File: config.mk
export PLATFORM = sky130hd
export DESIGN_NAME = bin2bcd_seq
export DESIGN_NICKNAME = d
export VERILOG_FILES = /design/src/rtl/bin2bcd_seq.sv
export SDC_FILE = /design/constraint.sdc
export NUM_CORES = 1
export LEC_CHECK = 0
export ABC_AREA = 1
export BUFFER_PORTS_ARGS = -buffer_cell sky130_fd_sc_hd__buf_2
export CORE_UTILIZATION = 42
export CTS_BUF_LIST = sky130_fd_sc_hd__clkbuf_4 sky130_fd_sc_hd__clkbuf_8 sky130_fd_sc_hd__clkbuf_16
export DETAILED_ROUTE_END_ITERATION = 10
export PLACE_DENSITY_LB_ADDON = 0.1
export SLEW_MARGIN = 20
export SYNTH_ARGS = -nofsm -noshare
export SYNTH_HDL_FRONTEND = slang
export SYNTH_SLANG_ARGS = --single-unit
File: constraint.sdc
create_clock -name i_clk -period 1.1 [get_ports i_clk]
set_input_delay 0.055 -clock i_clk [delete_from_list [all_inputs] [get_ports i_clk]]
set_output_delay 0.055 -clock i_clk [all_outputs]
set_load 0.01 [all_outputs]
File: src/rtl/bin2bcd_seq.sv
// bin2bcd_seq: sequential double-dabble binary-to-BCD converter with start/busy/done handshake,
// overflow saturation and a per-digit select output.
module bin2bcd_seq #(
    parameter int BIN_W = 12,
    parameter int DIG   = 4,
    parameter int SEL_W = 2
) (
    input  logic             i_clk,
    input  logic             i_rst_n,
    input  logic [BIN_W-1:0] i_bin,
    input  logic             i_start,
    input  logic [SEL_W-1:0] i_sel,
    output logic             o_busy,
    output logic             o_done,
    output logic             o_ovf,
    output logic [4*DIG-1:0] o_bcd,
    output logic [3:0]       o_dec
);
    function automatic logic [31:0] pow10(input int n);
        logic [31:0] p;
        p = 32'd1;
        for (int i = 0; i < n; i++) p = p * 32'd10;
        return p;
    endfunction

    localparam logic [31:0] LIMIT = pow10(DIG);
    localparam int CNT_W = $clog2(BIN_W + 1);

    typedef enum logic {IDLE, CONV} state_t;

    state_t           r_state, w_next;
    logic [BIN_W-1:0] r_bin;
    logic [4*DIG-1:0] r_scr, w_adj, w_shift;
    logic [CNT_W-1:0] r_cnt;
    logic             r_ovf;
    logic             w_accept, w_last;
    logic [3:0]       w_dec;

    assign w_accept = (r_state == IDLE) && i_start;
    assign w_last   = r_cnt == CNT_W'(1);
    assign w_shift  = {w_adj[4*DIG-2:0], r_bin[BIN_W-1]};
    assign o_busy   = r_state == CONV;
    assign o_dec    = w_dec;

    always_comb begin
        w_adj = r_scr;
        for (int d = 0; d < DIG; d++)
            w_adj[4*d+:4] = (r_scr[4*d+:4] >= 4'd5) ? r_scr[4*d+:4] + 4'd3 : r_scr[4*d+:4];
    end

    always_comb begin
        w_dec = 4'h0;
        for (int d = 0; d < DIG; d++)
            if (i_sel == SEL_W'(d)) w_dec = o_bcd[4*d+:4];
    end

    always_comb begin
        w_next = r_state;
        if (w_accept) w_next = CONV;
        else if (r_state == CONV && w_last) w_next = IDLE;
    end

    always_ff @(posedge i_clk) begin
        if (!i_rst_n) r_state <= IDLE;
        else r_state <= w_next;
    end

    always_ff @(posedge i_clk) begin
        if (!i_rst_n) begin
            r_bin  <= '0;
            r_scr  <= '0;
            r_cnt  <= '0;
            r_ovf  <= 1'b0;
            o_done <= 1'b0;
            o_ovf  <= 1'b0;
            o_bcd  <= '0;
        end else begin
            o_done <= 1'b0;
            if (w_accept) begin
                r_bin <= i_bin;
                r_scr <= '0;
                r_cnt <= CNT_W'(BIN_W);
                r_ovf <= 32'(i_bin) >= LIMIT;
            end else if (r_state == CONV) begin
                r_scr <= w_shift;
                r_bin <= r_bin << 1;
                r_cnt <= r_cnt - CNT_W'(1);
                // Saturated results replace whatever the scratch register holds.
                if (w_last) begin
                    o_bcd  <= r_ovf ? {DIG{4'h9}} : w_shift;
                    o_ovf  <= r_ovf;
                    o_done <= 1'b1;
                end
            end
        end
    end
endmodule

==> flow_summary.rst <==
.. list-table::
   :header-rows: 1

   * - Metric
     - Value
   * - Status
     - finished with violations
   * - Violations in the final reports
     - negative setup slack
   * - Worst flop-to-flop path endpoint
     - r_scr[1]
   * - Cell type of the slowest stage on the worst timing path
     - dfxtp_4
   * - Global placement routability congestion
     - between 0.8 and 0.9
   * - Total gr overflow
     - 0
   * - Placeable Area
     - approximately 6000 sq um
   * - Element type at the critical path end
     - register
   * - Number of buffers on the longest clock path
     - 2
   * - Total nets after synthesis
     - 414
   * - Internal portion of total power
     - a little over 3 mW
   * - Leakage power
     - 2.09 nW
   * - M1 WL
     - ~3.1 mm
   * - Commonest non-fill, non-tap cells in the layout
     - nand2_1, nand3_1, inv_1
   * - Maximum number of pins on one net before global-route repair
     - 26
   * - Number of filler instances in the final layout
     - 516
   * - Average via count per standard cell
     - around 5.0
   * - Detailed router's first-iteration violation count
     - just over 70
   * - Unrepaired setup endpoints after global routing
     - true
   * - Flip-flop and latch count after synthesis
     - 50
   * - Via count of the first global-routing pass
     - approximately 2,500
   * - Area of placed instances
     - between 3000 and 4000 sq um
   * - Hold endpoint
     - r_bin[1]
   * - Width of the die
     - 81.3 um
   * - YS warnings
     - 0
   * - Number of nets still failing antenna checks after routing
     - 0
   * - R2R cell count
     - 9
   * - Sequential area share after synthesis
     - about 38%
   * - Router iterations before antenna repair
     - 4
   * - Slowest Stage Delay on Critical Path
     - between 300 and 400 ps
   * - Die Span Y
     - between 80 and 90 um
   * - HPWL after detailed placement
     - between 4 and 5 mm
   * - Post-route DRC violation count
     - 0
   * - Pins Over Slew Limit
     - 0
   * - Via count of the routed design
     - between 2,000 and 3,000
   * - Final period demand of the worst path
     - 1190 ps
   * - Clock Sinks
     - 50
   * - Critical path peak fanout
     - 5
   * - Worst setup slack after layout
     - -87.7 ps
   * - Hold Vio Cnt, Final
     - 0
   * - First-pass GRT wire length
     - between 10 and 15 mm
   * - Startpoint of the lowest-slack register-to-register path
     - r_scr[0]
   * - Row cnt
     - 28
   * - Arrival time worst endpoint
     - around 1400 ps
   * - F_max
     - roughly 840 MHz
   * - Most common cell after layout, fill and taps aside
     - nand2_1
   * - Clock root buffer
     - clkbuf_8
   * - Register Area
     - 1030 sq um
   * - Fraction of final layout cells sized beyond drive strength 1
     - between 40% and 50%
   * - Start-to-end type of the worst setup path
     - register to register
   * - Final clock skew
     - 9.27 ps
   * - Buffers added on ports
     - 38
   * - Avg WL per Cell
     - 13.0 um
   * - Net count, final
     - between 400 and 500
   * - Core utilization of the finished layout
     - 66.2%
   * - Hold path cells
     - 5
   * - H-tree levels
     - 2
   * - Worst-path clk slew
     - about 90 ps
   * - Number of setup violations in the final report
     - 25
   * - Antenna violations before repair
     - 0
   * - Switching portion of total power
     - approximately 28%
   * - Distinct cell type count of the synthesized netlist
     - 26
   * - Wire length reported by the detailed router
     - ~7.1 mm
   * - Type of the worst min-delay path
     - input pin to register
   * - Gate count of the mapped netlist
     - 387
   * - Ports placed on the boundary
     - 40
   * - Starting density of the core
     - 44.1%
   * - Highest routed metal layer
     - met4
   * - Final critical-path share of the clock period
     - 108%
   * - Power density of the placed cells
     - 1070 nW/um^2
   * - Source of the worst hold timing path
     - i_bin[1]
   * - Tightest hold margin
     - roughly 25 ps
   * - Area Growth Syn to Fin
     - 50.3%
   * - Wire length on met3
     - 266 um
   * - Synthesized area divided by synthesized cell count
     - 6.83 sq um
   * - Cts bufs inserted
     - 5
   * - Series of cell instances along the critical path
     - inv_4, ha_4, inv_4, nand2_4, nand4_1, nand2_1, nand2_1, nand2_1, inv_1
   * - Element type at the critical path start
     - register
   * - Req. time, crit path
     - ~1300 ps
   * - Mapped cell area
     - 2640 sq um
   * - Net switching power of the design
     - around 1.2 mW
   * - Area taken by multi-input logic gates
     - roughly 1800 sq um
   * - Insertion delay of the later-clocked pin in the worst-skew pair
     - just over 300 ps
   * - Max VDD drop
     - approximately 0.8 mV
   * - Worst setup slack for register-to-register paths
     - -90 ps
   * - Logic gate share of total power
     - between 20 and 25%
   * - Clk pwr share
     - between 30 and 40%
   * - Max Cap Violations
     - 0
   * - Die Outline Area
     - 6610 sq um
   * - Gr usage total
     - a little over a fifth
   * - Clock tree from TritonCTS
     - yes
   * - Most frequent CP cell
     - nand2_1
   * - Finished layout cell area
     - about 4000 sq um
   * - Met2 WL
     - 3.57 mm
   * - Diodes inserted
     - 0
   * - Share of total power in sequential cells
     - 46.2%
-- cell type report --
| class | instances | area share, % |
|---|---|---|
| multi-input combinational | 265 | 44.7 |
| sequential | 50 | 26.0 |
| timing repair buffer | 88 | 17.8 |
| inverter | 58 | 6.24 |
| tap | 75 | 2.36 |
| clock buffer | 6 | 2.08 |
| clock inverter | 1 | 0.757 |
-- cells by family after synthesis --
family	Yosys count	synth area share, %
buffers and inverters	72	12.5
AO/OA/AOI/OAI	33	7.58
other	1	0.142
AND/OR/NAND/NOR	221	37.2
flip-flops	50	37.9
adder cells (fa/ha/maj)	10	4.74
-- flip-flops by register name, indices dropped and copies added (netlist names) --
register  cells
r_bin        12
r_scr        16
o_bcd        16
r_cnt         4
o_busy        1
o_done        1
-- stage by stage --
step	TNS, ps	instances	setup WS [ps]	power (mW)
final	-818	543	-87.7	4.27
after global routing	-3300	543	-170	4.49
after CTS	-348	535	-36.7	4.08
after detailed placement	-2170	520	-140	2.64
after global placement	-1880	520	-129	2.64
after floorplan	-37.2	387	-37.2	2.42
-- worst max path at each step --
stage	end	startpoint	cells after the start	slack, ps
4_1_cts	r_scr[5]	r_scr[5]	10	-40
3_3_place_gp	r_scr[12]	r_scr[8]	9	-130
2_1_floorplan	r_scr[1]	r_scr[1]	10	-40
6_report	r_scr[1]	r_scr[0]	9	-90
5_1_grt	r_scr[1]	r_scr[0]	9	-170
3_5_place_dp	r_scr[1]	r_scr[0]	10	-140
-- critical path: cells and delay by family (launching register included) --
| family | cells | cell delay [ps] |
|---|---|---|
| flip-flops | 1 | 380 |
| adder cells (fa/ha/maj) | 1 | 130 |
| AND/OR/NAND/NOR | 5 | 450 |
| buffers and inverters | 3 | 130 |
-- repair_timing --
item,4_1_cts,5_1_grt
cloned,0,2
setup buffers,7,8
hold endpoints to repair,1,0
gates resized for setup,78,112
hold buffers,1,0
pin swaps,23,55
endpoints found under the setup margin,36,50
-- routing by layer --
metal,vias to the layer above,track usage [%]
met5,-,0
met4,0,7.50
met3,12,4.61
met1,1251,26.5
li1,1378,-
met2,63,37.6
-- cells in the mapped netlist --
cell	number	area share [%]
nand2_1	136	19
inv_1	56	8.0
nand3_1	54	10
dfxtp_1	50	38
a21oi_1	12	2.3
nor2_1	12	1.7
ha_1	10	4.7
nand4_1	10	2.4
o21ai_0	10	1.9
a21oi_2	7	2.3
buf_2	5	0.95
buf_6	5	2.1
buf_4	4	1.1
inv_2	2	0.28
nand2_4	2	0.85
or2_0	2	0.47
a21boi_0	1	0.28
a22oi_1	1	0.28
conb_1	1	0.14
nand3_4	1	0.66
nor2_2	1	0.24
nor2_8	1	0.76
nor3_1	1	0.19
nor3_2	1	0.38
o2111ai_1	1	0.33
o21ai_1	1	0.19
-- power by group through the flow --
| stage | sequential, mW | combinational [mW] | clock, mW |
|---|---|---|---|
| 2_1_floorplan | 1.98 | 0.433 | 0 |
| 4_1_cts | 1.96 | 0.747 | 1.37 |
| 6_report | 1.97 | 0.969 | 1.32 |
| 5_1_grt | 1.98 | 1.07 | 1.44 |
| 3_5_place_dp | 1.99 | 0.656 | 0 |
| 3_3_place_gp | 1.99 | 0.649 | 0 |
Power figures use the tool's default switching activity.
